File: src/rtl/zephyr_pkg.sv
// Shared constants, state encoding and state names for the zephyr boot loader.
// The CLEAR state is only reachable when ZEPHYR_BOOT_CLEAR_EN is defined.
package zephyr_pkg;

    localparam int ZEPHYR_DATA_W    = 8;
    localparam int ZEPHYR_ADDR_W    = 4;
    localparam int ZEPHYR_RAM_DEPTH = 16;

    localparam logic [2:0] ST_IDLE   = 3'd0;
    localparam logic [2:0] ST_LENGTH = 3'd1;
    localparam logic [2:0] ST_DATA   = 3'd2;
    localparam logic [2:0] ST_CHECK  = 3'd3;
    localparam logic [2:0] ST_CLEAR  = 3'd4;
    localparam logic [2:0] ST_RUN    = 3'd5;
    localparam logic [2:0] ST_ERROR  = 3'd6;

    typedef enum logic [2:0] {
        IDLE   = ST_IDLE,
        LENGTH = ST_LENGTH,
        DATA   = ST_DATA,
        CHECK  = ST_CHECK,
        CLEAR  = ST_CLEAR,
        RUN    = ST_RUN,
        ERROR  = ST_ERROR
    } state_t;

    function automatic string state_name(input state_t s);
        case (s)
            IDLE:    return "IDLE";
            LENGTH:  return "LENGTH";
            DATA:    return "DATA";
            CHECK:   return "CHECK";
            CLEAR:   return "CLEAR";
            RUN:     return "RUN";
            ERROR:   return "ERROR";
            default: return "UNKNOWN";
        endcase
    endfunction

endpackage

File: src/rtl/zephyr_boot_loader.sv
// Framed program loader for zephyr RAM: LEN, N data bytes, SUM; holds CPU in reset.
// Define ZEPHYR_BOOT_CLEAR_EN to zero-fill addresses N..15 after a good load.
module zephyr_boot_loader
    import zephyr_pkg::*;
#(
    parameter int DATA_W    = ZEPHYR_DATA_W,
    parameter int ADDR_W    = ZEPHYR_ADDR_W,
    parameter int RAM_DEPTH = ZEPHYR_RAM_DEPTH
) (
    input  logic              clk,
    input  logic              reset,
    input  logic              start,
    input  logic              in_valid,
    input  logic [DATA_W-1:0] in_data,
    output logic              in_ready,
    output logic              ram_we,
    output logic [ADDR_W-1:0] ram_addr,
    output logic [DATA_W-1:0] ram_wdata,
    output logic              cpu_reset,
    output logic              done,
    output logic              err
);

    localparam logic [ADDR_W-1:0] ONE  = ADDR_W'(1);
    localparam logic [ADDR_W-1:0] LAST = ADDR_W'(RAM_DEPTH - 1);

    state_t            state, state_d;
    logic [ADDR_W-1:0] idx, idx_d;
    logic [ADDR_W-1:0] len, len_d;
    logic [DATA_W-1:0] sum, sum_d;
    logic [DATA_W-1:0] sum_fin;
    logic [ADDR_W-1:0] addr_d;
    logic [DATA_W-1:0] wdata_d;
    logic              we_d, done_d, err_d, xfer;

    assign in_ready = (state == LENGTH) || (state == DATA) || (state == CHECK);
    assign xfer     = in_valid && in_ready;
    assign sum_fin  = sum + in_data;

    always_comb begin
        state_d = state;
        idx_d   = idx;
        len_d   = len;
        sum_d   = sum;
        we_d    = 1'b0;
        addr_d  = ram_addr;
        wdata_d = ram_wdata;
        unique case (state)
            IDLE: begin
                if (start) state_d = LENGTH;
            end
            LENGTH: begin
                if (xfer) begin
                    len_d   = in_data[ADDR_W-1:0];
                    sum_d   = in_data;
                    idx_d   = '0;
                    state_d = DATA;
                end
            end
            DATA: begin
                if (xfer) begin
                    sum_d   = sum_fin;
                    we_d    = 1'b1;
                    addr_d  = idx;
                    wdata_d = in_data;
                    idx_d   = idx + ONE;
                    // len==0 encodes a full image, so len-1 wraps to LAST
                    if (idx == len - ONE) state_d = CHECK;
                end
            end
            CHECK: begin
                if (xfer) begin
                    sum_d = sum_fin;
                    if (sum_fin != '0) begin
                        state_d = ERROR;
                    end else begin
`ifdef ZEPHYR_BOOT_CLEAR_EN
                        state_d = (len == '0) ? RUN : CLEAR;
`else
                        state_d = RUN;
`endif
                    end
                end
            end
`ifdef ZEPHYR_BOOT_CLEAR_EN
            CLEAR: begin
                we_d    = 1'b1;
                addr_d  = idx;
                wdata_d = '0;
                idx_d   = idx + ONE;
                if (idx == LAST) state_d = RUN;
            end
`endif
            RUN: begin
                if (start) state_d = LENGTH;
            end
            ERROR: begin
                if (start) state_d = LENGTH;
            end
            default: state_d = IDLE;
        endcase
    end

    assign done_d = (state == RUN) && !start;
    assign err_d  = ((state == CHECK) && xfer && (sum_fin != '0))
                 || ((state == ERROR) && !start);

    always_ff @(posedge clk) begin
        if (!reset) begin
            state     <= IDLE;
            idx       <= '0;
            len       <= '0;
            sum       <= '0;
            ram_we    <= 1'b0;
            ram_addr  <= '0;
            ram_wdata <= '0;
            cpu_reset <= 1'b1;
            done      <= 1'b0;
            err       <= 1'b0;
        end else begin
            state     <= state_d;
            idx       <= idx_d;
            len       <= len_d;
            sum       <= sum_d;
            ram_we    <= we_d;
            ram_addr  <= addr_d;
            ram_wdata <= wdata_d;
            cpu_reset <= !done_d;
            done      <= done_d;
            err       <= err_d;
        end
    end

endmodule

File: config.mk
export PLATFORM = sky130hd
export DESIGN_NAME = zephyr_boot_loader
export DESIGN_NICKNAME = d
export VERILOG_FILES = /design/src/rtl/zephyr_pkg.sv /design/src/rtl/zephyr_boot_loader.sv
export SDC_FILE = /design/constraint.sdc
export NUM_CORES = 1
export LEC_CHECK = 0
export CAP_MARGIN = 20
export CORE_MARGIN = 2
export CORE_UTILIZATION = 55
export DETAILED_ROUTE_END_ITERATION = 8
export PLACE_DENSITY = 0.9
export SLEW_MARGIN = 20
export SYNTH_ARGS = -nofsm -noshare
export SYNTH_HDL_FRONTEND = slang
export SYNTH_SLANG_ARGS = --single-unit
File: constraint.sdc
create_clock -name clk -period 5.04 [get_ports clk]
set_input_delay 0.504 -clock clk [delete_from_list [all_inputs] [get_ports clk]]
set_output_delay 0.504 -clock clk [all_outputs]
set_load 0.005 [all_outputs]
==> out/metrics.cfg, run 1 <==
[status]
status = complete, no violations

[drt]
drtIter0Drc = 165
drcViolationCount = 0
dr_total_vias = 1844
drtAntennaViolNets = 0
routed_via_density = 5.69
wl_um = 4190
firstDrtPassIters = 4
wl_per_cell_um = 12.9

[timing]
clock_skew_ns = 0.00884
max_slew_margin_pct = 39.8
rsz0062_at_grt = no
holdWs_ns = 0.455
finalHoldViolations = 0
min_period_over_period_pct = 53.9
finalSetupViolCount = 0
fmax_ghz = 0.368
tightest_slew_ns = 0.899
drv_slew = 0
fin_setup_tns_ns = 0
layout_min_cycle_time_ns = 2.71

[finish]
final_common_cell = nand2_1
diodes = 0
layout_common_cells = 44 x nand2_1, 35 x dfxtp_1, 27 x clkdlybuf4s50_1
area_growth_pct = 16.6
nets = 297
fillCellCount = 300
finalInstanceArea_mm2 = 0.00238
drive_gt1_share_pct = 4.35

[critical_path]
crit_buf_inv = 2
worstPathRequired_ns = 5.23
crit_path_end_kind = flop
critPathLaunchType = input port
critPathMaxStageDelay_ns = 0.53
cp_top_family = compound AO/OA/AOI/OAI gates
crit_arrival_ns = 2.90
crit_fanout = 4
critical_path_class = input port to flop
path_cells = clkdlybuf4s50_1, ha_1, inv_1, fa_1, nand2b_1, a21oi_1, nor4_1, a311oi_1, nand4_1, a22o_1
critPathSlowestCell = clkdlybuf4s50_1

[die]
die-area_mm2 = 0.00422
io_pins = 29
dieWidth_um = 65.0
core-area_mm2 = 0.00361
row_count = 22
die_h_um = 65.0
start_util_pct = 56.7

[logic_synthesis]
syn_area_per_cell_um2 = 8.05
synthArstFlopShare_pct = 0
synth_fp_nets = 276
synth_cell_types = 47
synth_edf_count = 0
yosys_warnings = 0
yosysSeqAreaShare_pct = 34.3
syn_area_mm2 = 0.00204
ys.flop_type = dfxtp_1
synth-seq-cells = 35
syn-instance-count = 254

[clock_network]
root_buffer = clkbuf_8
ctsResizeCount = 0
cts-hold-fix-buffers = 0
cts.sinks = 35
clk_pin_slew_ns = 0.07
clk_latency_ns = 0.30
numCtsBuffers = 5
clockBufferDepth = 2
h-tree-depth = 2
cts_tree = built
cts_setup_buffers = 0

[pwr]
seqPwrFrac_pct = 38.1
peakVddDrop_v = 0.000292
p_per_area_mw_per_mm2 = 398
net-switching-power_uw = 364
combPwrFrac_pct = 41.0
total_power_uw = 949
power_leakage_nw = 0.919
internal-power_uw = 585
switching_share_pct = 38.4
p_clk_share_pct = 20.9

[placement]
io_buffers = 28
placed_cell_area_mm2 = 0.00231
dp_hpwl_um = 2860
gp_congestion = 0.884

[global_route]
track_usage_pct = 21.6
antenna_found_initial = 0
grt_pass1_wl_um = 7130
grt_max_degree = 36
grt_pass1_vias = 1648
overflow = 0

[flow_run]
drv_cap = 0

[min_path]
hp-class = flop to flop

-- flip-flops by register name, indices dropped and copies added, names as in the netlist --
register   cells
ram_wdata      8
sum            8
idx            4
len            4
ram_addr       4
state          3
cpu_reset      1
done           1
err            1
ram_we         1
-- synthesized netlist by cell type, types with 3 or more instances --
cell type | instances | area share [%]
buf_2 | 6 | 1.5
ha_1 | 9 | 5.5
xnor2_1 | 6 | 2.6
nor2b_1 | 6 | 1.8
xor2_1 | 4 | 1.7
o211a_1 | 5 | 2.4
and2_1 | 6 | 1.8
o21ai_0 | 14 | 3.4
and3_1 | 3 | 0.92
inv_1 | 11 | 2.0
a21oi_1 | 12 | 2.9
a21boi_0 | 5 | 1.8
nor2_1 | 22 | 4.0
mux2i_1 | 5 | 2.4
nand2_1 | 44 | 8.1
nand4_1 | 3 | 0.92
dfxtp_1 | 35 | 34
clkbuf_1 | 5 | 0.92
nor3b_1 | 3 | 1.1
nor3_1 | 3 | 0.73
nand2b_1 | 4 | 1.2
a21boi_1 | 11 | 4.0
-- layout make-up --
cell class	instances	area (µm²)	share of cell area, %
inverter	11	41.3	1.73
clock inverter	1	5.00	0.210
multi-input combinational	194	1230	51.4
sequential	35	701	29.4
clock buffer	7	76.3	3.20
tap	48	60.1	2.52
timing repair buffer	28	275	11.5
-- cell families (layout without fill, tap and decap cells) --
logic type | after synthesis | after routing | synth area share (%)
AOI/OAI and AO/OA | 70 | 70 | 24.3
xor gates and xnor gates | 10 | 10 | 4.28
adders and majority gates | 10 | 10 | 6.49
buffers and inverters | 25 | 47 | 5.75
DFF | 35 | 35 | 34.3
muxes | 5 | 5 | 2.45
and+or+nand+nor | 99 | 99 | 22.5
-- tightest hold or removal path: stages (launching register included) --
cell and delay, ns:
dfxtp_1 0.31, nand2_1 0.05, a21boi_1 0.05
-- per-stage QoR --
step                std cells  utilization (%)  worst slack, ns
CTS                       324             66.3             2.32
global route              324             66.1             2.15
global placement          316             64.0             2.09
detailed placement        316             64.0             2.03
floorplan                 254                -             2.77
finish                    324             66.1             2.33
-- power groups by stage --
stage                     Combinational (mW)  Clock, mW  Sequential [mW]
after global routing                   0.438      0.210            0.368
after CTS                              0.388      0.197            0.360
after detailed placement               0.386          0            0.366
final                                  0.389      0.198            0.362
after floorplan                        0.329          0            0.342
after global placement                 0.380          0            0.364
-- layer usage --
metal  track usage [%]  part of all wire, %  wire (µm)
met5                 0                    0          0
met4              9.84                  3.1        129
met3              4.17                  3.2        133
met2              35.7                   46       1910
met1              26.9                   48       2010
-- worst paths after layout --
path              cells past startpoint                         to                      start  slack, ns
hold / removal                        2  ram_wdata[3]$_SDFFE_PN0P_  ram_wdata[3]$_SDFFE_PN0P_       0.45
setup / recovery                     10             err$_SDFF_PN0_                 in_data[0]       2.33
setup reg to reg                      9             err$_SDFF_PN0_        sum[0]$_SDFFE_PN0P_       2.76
hold reg to reg                       2  ram_wdata[3]$_SDFFE_PN0P_  ram_wdata[3]$_SDFFE_PN0P_       0.45
No activity file was read; power rests on OpenSTA's default activity.
==> inputs of run 2 (changes only) <==
CORE_UTILIZATION = 54   (was 55)
PLACE_DENSITY = 0.89   (was 0.9)
clock period = 2.75 ns   (was 5.04 ns; I/O delays follow)
==> run 2 against run 1 <==
Clock power is 110% higher. Critical endpoint unchanged. Critical path depth unchanged. Final cell count up 2.2%. Register-to-register slack worse by 2.3 ns. First-iteration DRC count shrank 13%. Utilization is 1.1 points higher. Non-clock buffer count up 7. Design area up 3.2%. Combinational power up 100%. Hold slack worse by 0.00072 ns.
==> out/metrics.cfg, run 2 (synthesis gave the netlist of run 1 again) <==
[min_path]
hold_end = ram_addr[2]$_SDFFE_PN0P_
hp-start = ram_addr[2]$_SDFFE_PN0P_
min_path_cells = 2  ; unchanged
hp-class = flop to flop

[clock_network]
cts.sinks = 35  ; unchanged
h-tree-depth = 2  ; unchanged
clockBufferDepth = 2  ; unchanged
cts-hold-fix-buffers = 0  ; unchanged
ctsResizeCount = 0  ; unchanged
cts_tree = built
numCtsBuffers = 5  ; unchanged
clk_pin_slew_ns = 0.07  ; about the same
cts_setup_buffers = 0  ; unchanged
clk_latency_ns = 0.30  ; about the same
root_buffer = clkbuf_8

[drt]
wl_um = 4770  ; +14%
wl_met3_um = 306  ; +130%
routed_via_density = 5.72  ; +0.49%
drcViolationCount = 0  ; unchanged
wl_met2_um = 2320  ; +21%
drt-met1-wl_um = 2020  ; +0.35%
drtIter0Drc = 144  ; -13%
firstDrtPassIters = 5  ; +1
drtAntennaViolNets = 0  ; unchanged
routed.top_layer = met4
wl_per_cell_um = 14.4  ; +11%
dr_total_vias = 1893  ; +2.7%

[finish]
layout_common_cells = 44 x nand2_1, 35 x dfxtp_1, 28 x clkdlybuf4s50_1
drive_gt1_share_pct = 6.71  ; +2.4 points
diodes = 0  ; unchanged
final_common_cell = nand2_1
area_growth_pct = 20.4
multi_input_comb_area_mm2 = 0.00123  ; unchanged
final_util_pct = 67.2  ; +1.1 points
seqCellArea_um2 = 701  ; unchanged
nets = 304  ; +2.4%
top_regs = ram_wdata: 8 flops, sum: 8 flops
finalInstanceArea_mm2 = 0.00246  ; +3.2%
fillCellCount = 300  ; unchanged

[timing]
tightest_slew_ns = 0.538  ; -0.361 ns
holdWs_ns = 0.454  ; -0.000717 ns
layout_min_cycle_time_ns = 2.42
finalSetupViolCount = 0  ; unchanged
clock_skew_ns = 0.00623  ; -0.00261 ns
max_slew_margin_pct = 64.1  ; +24 points
fmax_ghz = 0.414
rsz0062_at_grt = no
min_period_over_period_pct = 87.9
fin_setup_tns_ns = 0  ; unchanged
finalHoldViolations = 0  ; unchanged
drv_slew = 0  ; unchanged

[die]
core-area_mm2 = 0.00366  ; +1.5%
dieWidth_um = 65.5  ; +0.86%
row_count = 22  ; unchanged
die-area_mm2 = 0.00429  ; +1.7%
start_util_pct = 55.8  ; -0.85 points
io_pins = 29  ; unchanged
die_h_um = 65.5  ; +0.86%

[critical_path]
path_cells = clkdlybuf4s50_1, ha_1, inv_1, fa_1, nand2b_1, a21oi_1, xor2_1, nor3_1, nand4_1, a22o_1
crit_arrival_ns = 2.61  ; -0.29 ns
rr_endpoint = err$_SDFF_PN0_
reg2reg_slack_ns = 0.46  ; -2.30 ns
crit_fanout = 2  ; -2
critical_path_class = input port to flop
critPathMaxStageDelay_ns = 0.49  ; -0.04 ns
r2r-start = sum[0]$_SDFFE_PN0P_
critPathSlowestCell = clkdlybuf4s50_1
crit_path_end_kind = flop
worstPathRequired_ns = 2.94  ; -2.29 ns
cp_top_family = simple AND/OR/NAND/NOR gates
reg2reg_depth = 9  ; unchanged
crit_buf_inv = 2  ; unchanged
critPathLaunchType = input port

[global_route]
grt_pass1_vias = 1807  ; +9.6%
grt_max_degree = 16  ; -56%
antenna_found_initial = 0  ; unchanged
grt_pass1_wl_um = 8050  ; +13%
overflow = 0  ; unchanged
track_usage_pct = 24.5  ; +2.9 points

[pwr]
peakVddDrop_v = 0.000510  ; +75%
power_leakage_nw = 0.962  ; +4.7%
p_per_area_mw_per_mm2 = 756  ; +90%
total_power_mw = 1.86  ; +96%

[placement]
gp_congestion = 0.874  ; -1.1%
dp_hpwl_um = 3380  ; +18%
io_buffers = 28  ; unchanged
placed_cell_area_mm2 = 0.00236  ; +2.3%

[status]
status = complete, no violations

[flow_run]
drv_cap = 0  ; unchanged

## run 2: area by class of cell
class	instances	area share [%]
multi-input cells	194	49.8
flip-flops and latches	35	28.5
repair buffers	35	13.5
clock buffers	8	4.07
well taps	48	2.44
inverters	11	1.68
## run 2: tightest hold or removal path: stages, from the launching register on
cell and delay (ns):
dfxtp_1 0.31, nand2_1 0.05, a21boi_1 0.05
## run 2: worst max path at each step
| stage | start | endpoint | slack [ns] | cells after the start |
|---|---|---|---|---|
| after CTS | in_data[0] | err$_SDFF_PN0_ | 0.35 | 10 |
| final | in_data[0] | err$_SDFF_PN0_ | 0.33 | 10 |
| after floorplan | sum[0]$_SDFFE_PN0P_ | err$_SDFF_PN0_ | 0.67 | 9 |
| after global routing | in_data[0] | err$_SDFF_PN0_ | 0.22 | 10 |
| after global placement | in_data[0] | err$_SDFF_PN0_ | 0.14 | 10 |
| after detailed placement | in_data[0] | err$_SDFF_PN0_ | 0.03 | 10 |
## run 2: where the power goes
group | switching (mW) | total, mW | internal, mW
Sequential | 0.0873 | 0.665 | 0.578
Combinational | 0.432 | 0.777 | 0.345
Clock | 0.190 | 0.418 | 0.229
Total | 0.709 | 1.86 | 1.15
## run 2: routing by layer
metal | up-vias | GRT usage [%]
li1 | 932 | -
met3 | 12 | 5.14
met1 | 873 | 29.9
met4 | 0 | 13.5
met2 | 76 | 39.9
met5 | - | 0
## run 2: metrics by stage
step	worst slack (ns)	cells
2_1_floorplan	0.668	254
3_3_place_gp	0.140	323
3_5_place_dp	0.0320	323
4_1_cts	0.346	331
5_1_grt	0.223	331
6_report	0.334	331
==> inputs of run 3 (changes only) <==
CORE_UTILIZATION = 55   (was 54)
CTS_BUF_LIST = sky130_fd_sc_hd__clkbuf_4   (was default)
PLACE_DENSITY = 0.9   (was 0.89)
SLEW_MARGIN = default   (was 20)
==> run 3 against run 2 <==
Flip-flop and latch count unchanged. Clock skew grew 0.0018 ns. Highest routed layer unchanged. Die area is 1.7% lower. Combinational power is 3.0% lower. Critical endpoint unchanged. Clock power decreased by 29%.
==> out/metrics.cfg, run 3 (synthesis gave the netlist of run 1 again) <==
[global_route]
antenna_found_initial = 0  ; unchanged
overflow = 0  ; unchanged
grt_max_degree = 19  ; +3
grt_pass1_wl_um = 7820  ; -2.8%
grt_pass1_vias = 1770  ; -2.0%
track_usage_pct = 23.7  ; -0.73 points

[status]
status = complete, no violations

[critical_path]
rr_endpoint = err$_SDFF_PN0_
crit_buf_inv = 2  ; unchanged
r2r-start = sum[0]$_SDFFE_PN0P_
crit_fanout = 3  ; +1
crit_arrival_ns = 2.61  ; about the same
worstPathRequired_ns = 3.00  ; +0.06 ns
crit_path_end_kind = flop
cp_top_family = compound AO/OA/AOI/OAI gates
path_cells = clkdlybuf4s50_1, ha_1, inv_1, fa_1, nand2b_1, a21oi_1, nor4_1, a311oi_1, nand4_1, a22o_1
reg2reg_depth = 9  ; unchanged
reg2reg_slack_ns = 0.46  ; about the same
critPathMaxStageDelay_ns = 0.48  ; about the same
critPathSlowestCell = clkdlybuf4s50_1
critical_path_class = input port to flop
critPathLaunchType = input port

[drt]
drtIter0Drc = 105  ; -27%
wl_um = 4480  ; -5.9%
wl_per_cell_um = 13.6  ; -5.3%
firstDrtPassIters = 4  ; -1
drcViolationCount = 0  ; unchanged
dr_total_vias = 1911  ; +0.95%
drtAntennaViolNets = 0  ; unchanged
routed_via_density = 5.81  ; +1.6%

[die]
die_h_um = 65.0  ; -0.85%
start_util_pct = 56.7  ; +0.85 points
core-area_mm2 = 0.00361  ; -1.5%
row_count = 22  ; unchanged
io_pins = 29  ; unchanged
die-area_mm2 = 0.00422  ; -1.7%
dieWidth_um = 65.0  ; -0.85%

[clock_network]
clk_pin_slew_ns = 0.11  ; +0.04 ns
h-tree-depth = 2  ; unchanged
clockBufferDepth = 2  ; unchanged
numCtsBuffers = 5  ; unchanged
ctsResizeCount = 0  ; unchanged
cts_setup_buffers = 0  ; unchanged
cts_tree = built
clk_latency_ns = 0.35  ; +0.05 ns
root_buffer = clkbuf_4
cts-hold-fix-buffers = 0  ; unchanged
cts.sinks = 35  ; unchanged

[pwr]
peakVddDrop_v = 0.000490  ; -4.0%
power_leakage_nw = 0.937  ; -2.6%
p_per_area_mw_per_mm2 = 711  ; -5.9%

[finish]
diodes = 0  ; unchanged
area_growth_pct = 17.6
nets = 302  ; -0.66%
fillCellCount = 312  ; +4.0%
layout_common_cells = 44 x nand2_1, 35 x dfxtp_1, 28 x clkdlybuf4s50_1
finalInstanceArea_mm2 = 0.00240  ; -2.3%
multi_input_comb_area_mm2 = 0.00123  ; unchanged
instances_no_fill = 329  ; -0.60%
top_regs = ram_wdata: 8 flops, sum: 8 flops
final_util_pct = 66.7  ; -0.57 points
seqCellArea_um2 = 701  ; unchanged
drive_gt1_share_pct = 6.41  ; -0.31 points
final_common_cell = nand2_1

[placement]
placedCellCount = 321  ; -0.62%
io_buffers = 28  ; unchanged
gp_congestion = 0.890  ; +1.8%
placed_cell_area_mm2 = 0.00235  ; -0.64%
dp_hpwl_um = 3240  ; -4.2%

[timing]
drv_slew = 0  ; unchanged
clock_skew_ns = 0.00805  ; +0.00182 ns
layout_min_cycle_time_ns = 2.36  ; -0.0569 ns
max_slew_margin_pct = 61.9  ; -2.2 points
finalHoldViolations = 0  ; unchanged
tightest_slew_ns = 0.569  ; +0.0310 ns
finalSetupViolCount = 0  ; unchanged
fmax_ghz = 0.424  ; +2.4%
fin_setup_tns_ns = 0  ; unchanged
rsz0062_at_grt = no
min_period_over_period_pct = 85.8  ; -2.1 points

[min_path]
hp-class = flop to flop
hp-start = ram_addr[1]$_SDFFE_PN0P_
min_path_cells = 2  ; unchanged
hold_end = ram_addr[1]$_SDFFE_PN0P_

[flow_run]
drv_cap = 0  ; unchanged

==> run 3: cell types whose count changed in the layout (fill, tap and decap cells not counted), sizes merged <==
cell,previous run,this run
buf,7,5
clkbuf,8,7
clkinv,0,1
==> run 3: cell type report <==
type | count | area share (%)
repair buffers | 33 | 13.2
clock inverters | 1 | 0.208
clock buffers | 7 | 2.19
well taps | 48 | 2.50
flip-flops and latches | 35 | 29.2
multi-input cells | 194 | 51.0
inverters | 11 | 1.72
==> run 3: worst max-delay path by stage <==
stage | from | endpoint | slack [ns] | cells past startpoint
finish | in_data[0] | err$_SDFF_PN0_ | 0.39 | 10
global route | in_data[0] | err$_SDFF_PN0_ | 0.21 | 10
CTS | in_data[0] | err$_SDFF_PN0_ | 0.39 | 10
detailed placement | in_data[0] | err$_SDFF_PN0_ | 0.01 | 10
global placement | in_data[0] | err$_SDFF_PN0_ | 0.08 | 10
floorplan | sum[0]$_SDFFE_PN0P_ | err$_SDFF_PN0_ | 0.67 | 9
==> run 3: layer usage <==
| layer | global-route usage [%] | routed length [µm] | vias to the layer above |
|---|---|---|---|
| li1 | - | - | 935 |
| met1 | 29.0 | 2080 | 917 |
| met2 | 40.3 | 2140 | 47 |
| met3 | 5.90 | 185 | 12 |
| met4 | 8.24 | 72 | 0 |
| met5 | 0 | 0 | - |
==> run 3: power by group <==
group / switching (mW) / internal, mW / leakage (nW)
clock network: 0.176 / 0.119 / 0.0361
registers: 0.0839 / 0.577 / 0.284
logic: 0.421 / 0.333 / 0.617
total: 0.681 / 1.03 / 0.937
==> run 3: tightest hold or removal path, delay by kind of cell, from the launching register on <==
family / cells / cell delay (ns)
AND/OR/NAND/NOR: 1 / 0.05
AO/OA/AOI/OAI: 1 / 0.05
flip-flops: 1 / 0.32
==> run 3: stage by stage <==
| stage | worst slack (ns) | total power [mW] | hold slack (ns) |
|---|---|---|---|
| final | 0.391 | 1.71 | 0.463 |
| after global routing | 0.210 | 1.83 | 0.475 |
| after CTS | 0.386 | 1.71 | 0.464 |
| after detailed placement | 0.0145 | 1.41 | 0.448 |
| after global placement | 0.0766 | 1.38 | 0.444 |
| after floorplan | 0.668 | 1.23 | 0.410 |
